===== src/rtl/payload_distributor.sv =====
// Drains one rx input FIFO and scatters each {EOS, DEST, LEN} header plus its
// LEN payload words into one of TOTAL_OUTPUT_FIFOS destination FIFOs.
module payload_distributor #(
    parameter int TOTAL_OUTPUT_FIFOS = 4,
    parameter int DATA_W             = 32,
    parameter int LEN_W              = 16,
    parameter int RDLATENCY          = 2,
    localparam int SEL_W             = $clog2(TOTAL_OUTPUT_FIFOS)
) (
    input  logic                          clk,
    input  logic                          reset,
    input  logic                          start,
    input  logic [DATA_W-1:0]             in_q,
    input  logic                          in_empty,
    output logic                          in_rdreq,
    output logic [DATA_W-1:0]             out_d,
    output logic [TOTAL_OUTPUT_FIFOS-1:0] out_wrreq,
    input  logic [TOTAL_OUTPUT_FIFOS-1:0] out_half_full,
    output logic                          busy,
    output logic                          done,
    output logic                          err
);

    typedef enum logic [2:0] {
        IDLE     = 3'd0,
        HDR_REQ  = 3'd1,
        HDR_WAIT = 3'd2,
        PAYLOAD  = 3'd3,
        DRAIN    = 3'd4
    } state_t;

    state_t                state_r;
    state_t                state_nxt;
    logic [RDLATENCY-1:0]  vld_pipe_r;
    logic [RDLATENCY-1:0]  hdr_pipe_r;
    logic [LEN_W-1:0]      len_r;
    logic [LEN_W-1:0]      req_cnt_r;
    logic [SEL_W-1:0]      dest_r;
    logic                  dest_ok_r;
    logic                  eos_r;

    logic [LEN_W-1:0]      hdr_len_s;
    logic [SEL_W-1:0]      hdr_dest_s;
    logic                  hdr_eos_s;
    logic                  hdr_dest_ok_s;
    logic                  hdr_valid_s;
    logic                  pay_valid_s;
    logic                  dest_hf_s;
    logic                  rdreq_s;
    logic                  rd_hdr_s;
    logic                  latch_s;
    logic                  eos_set_s;
    logic                  parse_err_s;

    assign hdr_len_s     = in_q[LEN_W-1:0];
    assign hdr_dest_s    = in_q[LEN_W+SEL_W-1:LEN_W];
    assign hdr_eos_s     = in_q[DATA_W-1];
    assign hdr_dest_ok_s = ({1'b0, hdr_dest_s} < (SEL_W+1)'(TOTAL_OUTPUT_FIFOS));
    // The top of the read-valid pipe marks the word currently presented on in_q.
    assign hdr_valid_s   = vld_pipe_r[RDLATENCY-1] & hdr_pipe_r[RDLATENCY-1];
    assign pay_valid_s   = vld_pipe_r[RDLATENCY-1] & ~hdr_pipe_r[RDLATENCY-1];
    // A discarded packet has no real destination, so it never waits on backpressure.
    assign dest_hf_s     = dest_ok_r ? out_half_full[dest_r] : 1'b0;
    assign in_rdreq      = rdreq_s;

    // Next-state and read-request decode.
    always_comb begin
        state_nxt   = state_r;
        rdreq_s     = 1'b0;
        rd_hdr_s    = 1'b0;
        latch_s     = 1'b0;
        eos_set_s   = 1'b0;
        parse_err_s = 1'b0;
        case (state_r)
            IDLE: begin
                if (start) begin
                    state_nxt = HDR_REQ;
                end else begin
                    state_nxt = IDLE;
                end
            end
            HDR_REQ: begin
                if (!in_empty) begin
                    rdreq_s   = 1'b1;
                    rd_hdr_s  = 1'b1;
                    state_nxt = HDR_WAIT;
                end else begin
                    state_nxt = HDR_REQ;
                end
            end
            HDR_WAIT: begin
                if (!hdr_valid_s) begin
                    state_nxt = HDR_WAIT;
                end else if (hdr_eos_s) begin
                    eos_set_s = 1'b1;
                    state_nxt = DRAIN;
                end else begin
                    parse_err_s = ~hdr_dest_ok_s;
                    if (hdr_len_s == {LEN_W{1'b0}}) begin
                        state_nxt = HDR_REQ;
                    end else begin
                        latch_s   = 1'b1;
                        state_nxt = PAYLOAD;
                    end
                end
            end
            PAYLOAD: begin
                if (!in_empty && (req_cnt_r < len_r) && !dest_hf_s) begin
                    rdreq_s = 1'b1;
                    if (req_cnt_r == (len_r - LEN_W'(1))) begin
                        state_nxt = DRAIN;
                    end else begin
                        state_nxt = PAYLOAD;
                    end
                end else begin
                    state_nxt = PAYLOAD;
                end
            end
            DRAIN: begin
                if (vld_pipe_r == {RDLATENCY{1'b0}}) begin
                    state_nxt = eos_r ? IDLE : HDR_REQ;
                end else begin
                    state_nxt = DRAIN;
                end
            end
            default: begin
                state_nxt = IDLE;
            end
        endcase
    end

    // State, read tracking, header latch and registered outputs.
    always_ff @(posedge clk) begin
        if (reset) begin
            state_r    <= IDLE;
            vld_pipe_r <= '0;
            hdr_pipe_r <= '0;
            len_r      <= '0;
            req_cnt_r  <= '0;
            dest_r     <= '0;
            dest_ok_r  <= 1'b0;
            eos_r      <= 1'b0;
            out_d      <= '0;
            out_wrreq  <= '0;
            busy       <= 1'b0;
            done       <= 1'b0;
            err        <= 1'b0;
        end else begin
            state_r    <= state_nxt;
            vld_pipe_r <= (vld_pipe_r << 1) | RDLATENCY'(rdreq_s);
            hdr_pipe_r <= (hdr_pipe_r << 1) | RDLATENCY'(rd_hdr_s);
            if (latch_s) begin
                dest_r    <= hdr_dest_s;
                len_r     <= hdr_len_s;
                dest_ok_r <= hdr_dest_ok_s;
                req_cnt_r <= '0;
            end else if ((state_r == PAYLOAD) && rdreq_s) begin
                req_cnt_r <= req_cnt_r + LEN_W'(1);
            end
            if (eos_set_s) begin
                eos_r <= 1'b1;
            end else if (state_r == IDLE) begin
                eos_r <= 1'b0;
            end
            out_wrreq <= '0;
            if (pay_valid_s && dest_ok_r) begin
                out_d     <= in_q;
                out_wrreq <= TOTAL_OUTPUT_FIFOS'(1) << dest_r;
            end
            busy <= (state_nxt != IDLE);
            done <= (state_r == DRAIN) && (state_nxt == IDLE);
            err  <= parse_err_s;
        end
    end

endmodule

===== config.mk =====
export PLATFORM = sky130hd
export DESIGN_NAME = payload_distributor
export DESIGN_NICKNAME = d
export VERILOG_FILES = /design/src/rtl/payload_distributor.sv
export SDC_FILE = /design/constraint.sdc
export NUM_CORES = 1
export LEC_CHECK = 0
export CELL_PAD_IN_SITES_DETAIL_PLACEMENT = 0
export CELL_PAD_IN_SITES_GLOBAL_PLACEMENT = 1
export CORE_ASPECT_RATIO = 1.5
export CORE_MARGIN = 5
export CORE_UTILIZATION = 38
export CTS_CLUSTER_DIAMETER = 80
export DETAILED_ROUTE_END_ITERATION = 10
export PLACE_DENSITY = 0.82
export SLEW_MARGIN = 20
export SYNTH_ARGS = -nofsm -noshare
export SYNTH_HDL_FRONTEND = slang
export SYNTH_SLANG_ARGS = --single-unit
export TNS_END_PERCENT = 10

===== constraint.sdc =====
create_clock -name clk -period 3 [get_ports clk]
set_clock_uncertainty 0.1 [all_clocks]
set_input_delay 0.3 -clock clk [delete_from_list [all_inputs] [get_ports clk]]
set_output_delay 0.3 -clock clk [all_outputs]
set_load 0.1 [all_outputs]

Word-level counts from Yosys, hierarchy flattened
Cells that the tools add are included.
W data, S select, Z words.
{"block": "op_classes", "div": 0, "n_mux": 26, "addsub": 2, "bitwise": 6, "n_reduce_logical": 15, "shift": 1, "n_mul": 0, "eq_ne": 5, "n_lt_le_gt_ge": 2}
{"operator": "$add A16 B1 Y16 const B", "n": 1}
{"operator": "$eq A16 B16 Y1", "n": 1}
{"operator": "$logic_not A16 Y1", "n": 1}
{"operator": "$lt A16 B16 Y1", "n": 1}
{"operator": "$mux W1", "n": 16}
{"operator": "$sub A16 B1 Y16 const B", "n": 1}
{"operator": "$mux W3", "n": 5}
{"operator": "$pmux W3 S5", "n": 1}
{"operator": "$eq A3 B2 Y1 const B", "n": 2}
{"operator": "$logic_not A3 Y1", "n": 2}
{"operator": "$logic_and A1 B1 Y1", "n": 5}
{"operator": "$mux W2", "n": 2}
{"operator": "$or A2 B1 Y2", "n": 2}
{"operator": "$reduce_or A2 Y1", "n": 2}
{"operator": "$shl A1 B2 Y4 const A", "n": 1}
{"operator": "$eq A3 B1 Y1 const B", "n": 1}
{"operator": "$eq A3 B3 Y1 const B", "n": 1}
{"operator": "$lt A2 B3 Y1 const B", "n": 1}
{"operator": "$reduce_bool A3 Y1", "n": 1}
{"operator": "$and A1 B1 Y1", "n": 2}
{"operator": "$bmux W1 S2", "n": 1}
{"operator": "$logic_not A1 Y1", "n": 2}
{"operator": "$logic_not A2 Y1", "n": 1}
{"operator": "$not A1 Y1", "n": 2}
{"operator": "other kinds (2)", "n": 2}
{"block": "word_totals", "mem_count": 0, "in_bits": 40, "reg_bits": 81, "latch_bits": 0, "ramBits": 0, "word_cells": 69, "mem_bits_ro": 0, "output_inout_bits": 40}

Longest topological paths before layout
{"block": "logic_depth", "word_depth": 9, "mapped_depth": 11, "mapped_depth_nobuf": 9}

Least setup slack after synthesis
OpenSTA, ideal clock, no wires.
{"block": "synth_path", "path_type": "register to output", "start": "register len_r[7]", "end": "output port in_rdreq", "path_buffers": 1, "stages_incl_launch_ff": 11, "arrival_time_ps": 2879, "slack_ps": -279, "t_required_ps": 2600, "cell_sequence": "dfxtp_1 clkbuf_1 inv_1 ha_1 nand2_1 nor2_1 a2111oi_0 a211oi_1 or2_2 mux2i_1 and2_1"}
{"block": "synth_via", "elab_chain_len": 5}
{"element": "from (decl)", "line_no": "36", "source": "logic [LEN_W-1:0] len_r;"}
{"element": "from (signal assigned)", "line_no": "154", "source": "len_r <= hdr_len_s;"}
{"element": "$lt A16 B16 Y1", "line_no": "108", "source": "if (!in_empty && (req_cnt_r < len_r) && !dest_hf_s) begin"}
{"element": "$logic_and A1 B1 Y1 (2 in a row)", "line_no": "108"}
{"element": "$mux W1", "line_no": "108"}
{"element": "$pmux W1 S2", "line_no": "74", "source": "case (state_r)"}
{"element": "to (decl)", "line_no": "15", "source": "output logic in_rdreq,"}
No other way between the ends.

Final worst setup path
{"block": "layout_path", "start": "register len_r[9]", "end": "output port in_rdreq"}
Same word-level chain as after synthesis.

==> metrics.cfg <==
[outcome]
status=complete, no violations

[logic_synthesis]
yosysSeqAreaShare_pct=40.0
avgSynthCellArea_um2=8.17
async_flop_share_pct=0
yosysWarningCount=0
yosys.area.top_type=dfxtp_1
netlist.area_leader.share_pct=40.0
synthTopCellsByArea=dfxtp_1 40%, nand2_1 7.5%, a21oi_1 5.9%, ha_1 5.5%, mux2i_1 5.4%
syn_nets=555
synth_edf_count=0
syn_area_um2=4060
netlist_instances=497
ys_ff_latch=81
ys.flop_type=dfxtp_1
synth.distinct_cells=52

[timing]
setup_viol=0
worst_slew_pin_slew_ps=679
min_period_ps=2940
finalMaxSlewViolations=0
finalSetupTns_ps=0
hold_viol_final=0
rsz0062_at_grt=true
relSlewSlack_pct=54.5
post-route-period-util_pct=98.1
max_freq_mhz=340

[global_route]
grtUsageMet1_pct=20.3
grt_use_met3_pct=3.08
antenna_found_initial=0
grt_pass1_wl_mm=17.9
grt_max_degree=35
first_global_vias=3663
grt_overflow_total=0
grt_use_met2_pct=31.0
top_usage_layer=met2
grt_usage_pct=17.4

[cells_and_area]
layout_commonest_cell=nand2_1
drive_gt1_share_pct=19.7
multiInputGateArea_um2=2340
antennaDiodeCount=0
mostFrequentLayoutCells=81 x nand2_1, 76 x dfxtp_1, 68 x buf_4
ff_latch_area_um2=1630
area_growth_pct=36.7
fillers=978
nNetsFinal=646

[drt]
drt-pass1-iter-count=4
ant_nets=0
drc=0
wl_per_cell_um=15.0
vias_per_cell=5.11
vias=3768
wirelength_mm=11.1
first_iter_violations=207

[critical_path]
arrival_ps=2540
startpoint_type=flop
cp.required_ps=2600
criticalPathCategory=reg -> out
cp-end-kind=output port
cp_max_fo=4

[floorplanning]
die_h_um=137
die-width_um=94.4
start_util_pct=38.5
rows=46
ios=80
coreArea_um2=10500
die-area_um2=12900

[clock_network]
cts.sinks=81
path_clk_slew_ps=60
cts-root-buf=clkbuf_16
insertion_delay_ps=330
numCtsBuffers=9
cts-hold-fix-buffers=0
clk_path_buf_depth=2
htreeDepth=3
cts_tree=yes
postCtsSetupBuffers=0

[power_and_ir_drop]
p_leak_nw=2.25
ir_worst_vdd_v=0.000300
pwr_density_cell_nw_per_um2=470
finalPower_mw=2.61

[placed_design]
portBuffers=78
dp_hpwl_mm=8.35
routabilityCongestion=0.891

[job]
cap_violations=0

[worst_hold_path]
hp-class=reg -> reg

-- cell usage after synthesis, types with 3 or more instances --
master / n
mux2i_1: 22
and3_1: 3
nand2b_1: 5
nor2_1: 43
a21oi_1: 48
xnor2_1: 21
or3_1: 6
or4_1: 3
nand4_1: 10
xor2_1: 5
clkbuf_1: 27
ha_1: 18
or2_2: 3
nor3_1: 14
nor4_1: 14
a211oi_1: 3
nand2_1: 81
o21ai_0: 11
o31ai_1: 3
inv_1: 23
nand3_1: 9
dfxtp_1: 81
nor2b_1: 5
nor3b_1: 3
-- sequential cells by signal, indices dropped and copies added, names as in the netlist, 2 cells and up --
signal	cells
dest_r	2
hdr_pipe_r	2
len_r	16
out_d	32
out_wrreq	4
req_cnt_r	16
state_r	3
vld_pipe_r	2
-- cell type report --
cell class,instances,area share [%]
clock buffers,10,4.31
clock inverters,6,2.48
inverters,23,1.56
multi-input cells,364,42.2
flip-flops and latches,81,29.3
well taps,144,3.25
repair buffers,109,16.9
-- metrics by stage --
step / utilization, % / setup slack [ps] / cells / hold slack [ps] / area [um2]
floorplan: - / 7.46 / 497 / 314 / 4060
global placement: 48.1 / 55.3 / 721 / 318 / 5070
CTS: 52.0 / 6.82 / 737 / 343 / 5480
detailed placement: 48.1 / -4.34 / 721 / 328 / 5070
finish: 52.7 / 57.6 / 737 / 338 / 5550
global route: 52.7 / -69.3 / 737 / 368 / 5550
-- worst paths after layout --
path	from	end	slack [ps]	depth (start not counted)
min reg2reg	hdr_pipe_r[0]	hdr_pipe_r[1]	340	1
min	hdr_pipe_r[0]	hdr_pipe_r[1]	340	1
max reg2reg	len_r[9]	state_r[2]	150	7
max	len_r[9]	in_rdreq	60	10
-- cells by family after synthesis --
| family | after synthesis | share of synthesized area [%] |
|---|---|---|
| muxes | 23 | 5.98 |
| DFF | 81 | 40.0 |
| adders and majority gates | 18 | 5.55 |
| other | 1 | 0.0924 |
| xor gates and xnor gates | 26 | 5.61 |
| buffers and inverters | 52 | 4.90 |
| and+or+nand+nor | 214 | 25.9 |
| AOI/OAI and AO/OA | 82 | 12.0 |
-- layer usage --
metal | wire length (um) | vias up | share of wire, %
li1 | - | 1910 | -
met1 | 4580 | 1767 | 41
met2 | 5790 | 71 | 52
met3 | 398 | 20 | 3.6
met4 | 308 | 0 | 2.8
met5 | 0 | - | 0
-- worst max-delay path, stage by stage (launching register included) --
cell and delay (ps):
dfxtp_2 350, inv_2 60, ha_4 240, a21oi_2 170, o21ai_2 110, a2111oi_4 350
a211oi_2 160, or2_4 270, mux2i_4 160, and2_4 180, buf_12 160
-- what timing repair did --
| item | 4_1_cts | 5_1_grt |
|---|---|---|
| pin swaps | 2 | 3 |
| hold endpoints to repair | 0 | 0 |
| endpoints found under the setup margin | 1 | 5 |
| gates resized for setup | 10 | 14 |
-- report_power, final --
group | switching, mW | total (mW) | internal, mW
logic | 0.0782 | 0.150 | 0.0713
clock network | 0.444 | 1.37 | 0.925
registers | 0.00977 | 1.09 | 1.08
total | 0.532 | 2.61 | 2.08
Note: power is estimated with default switching activity, not from simulation.
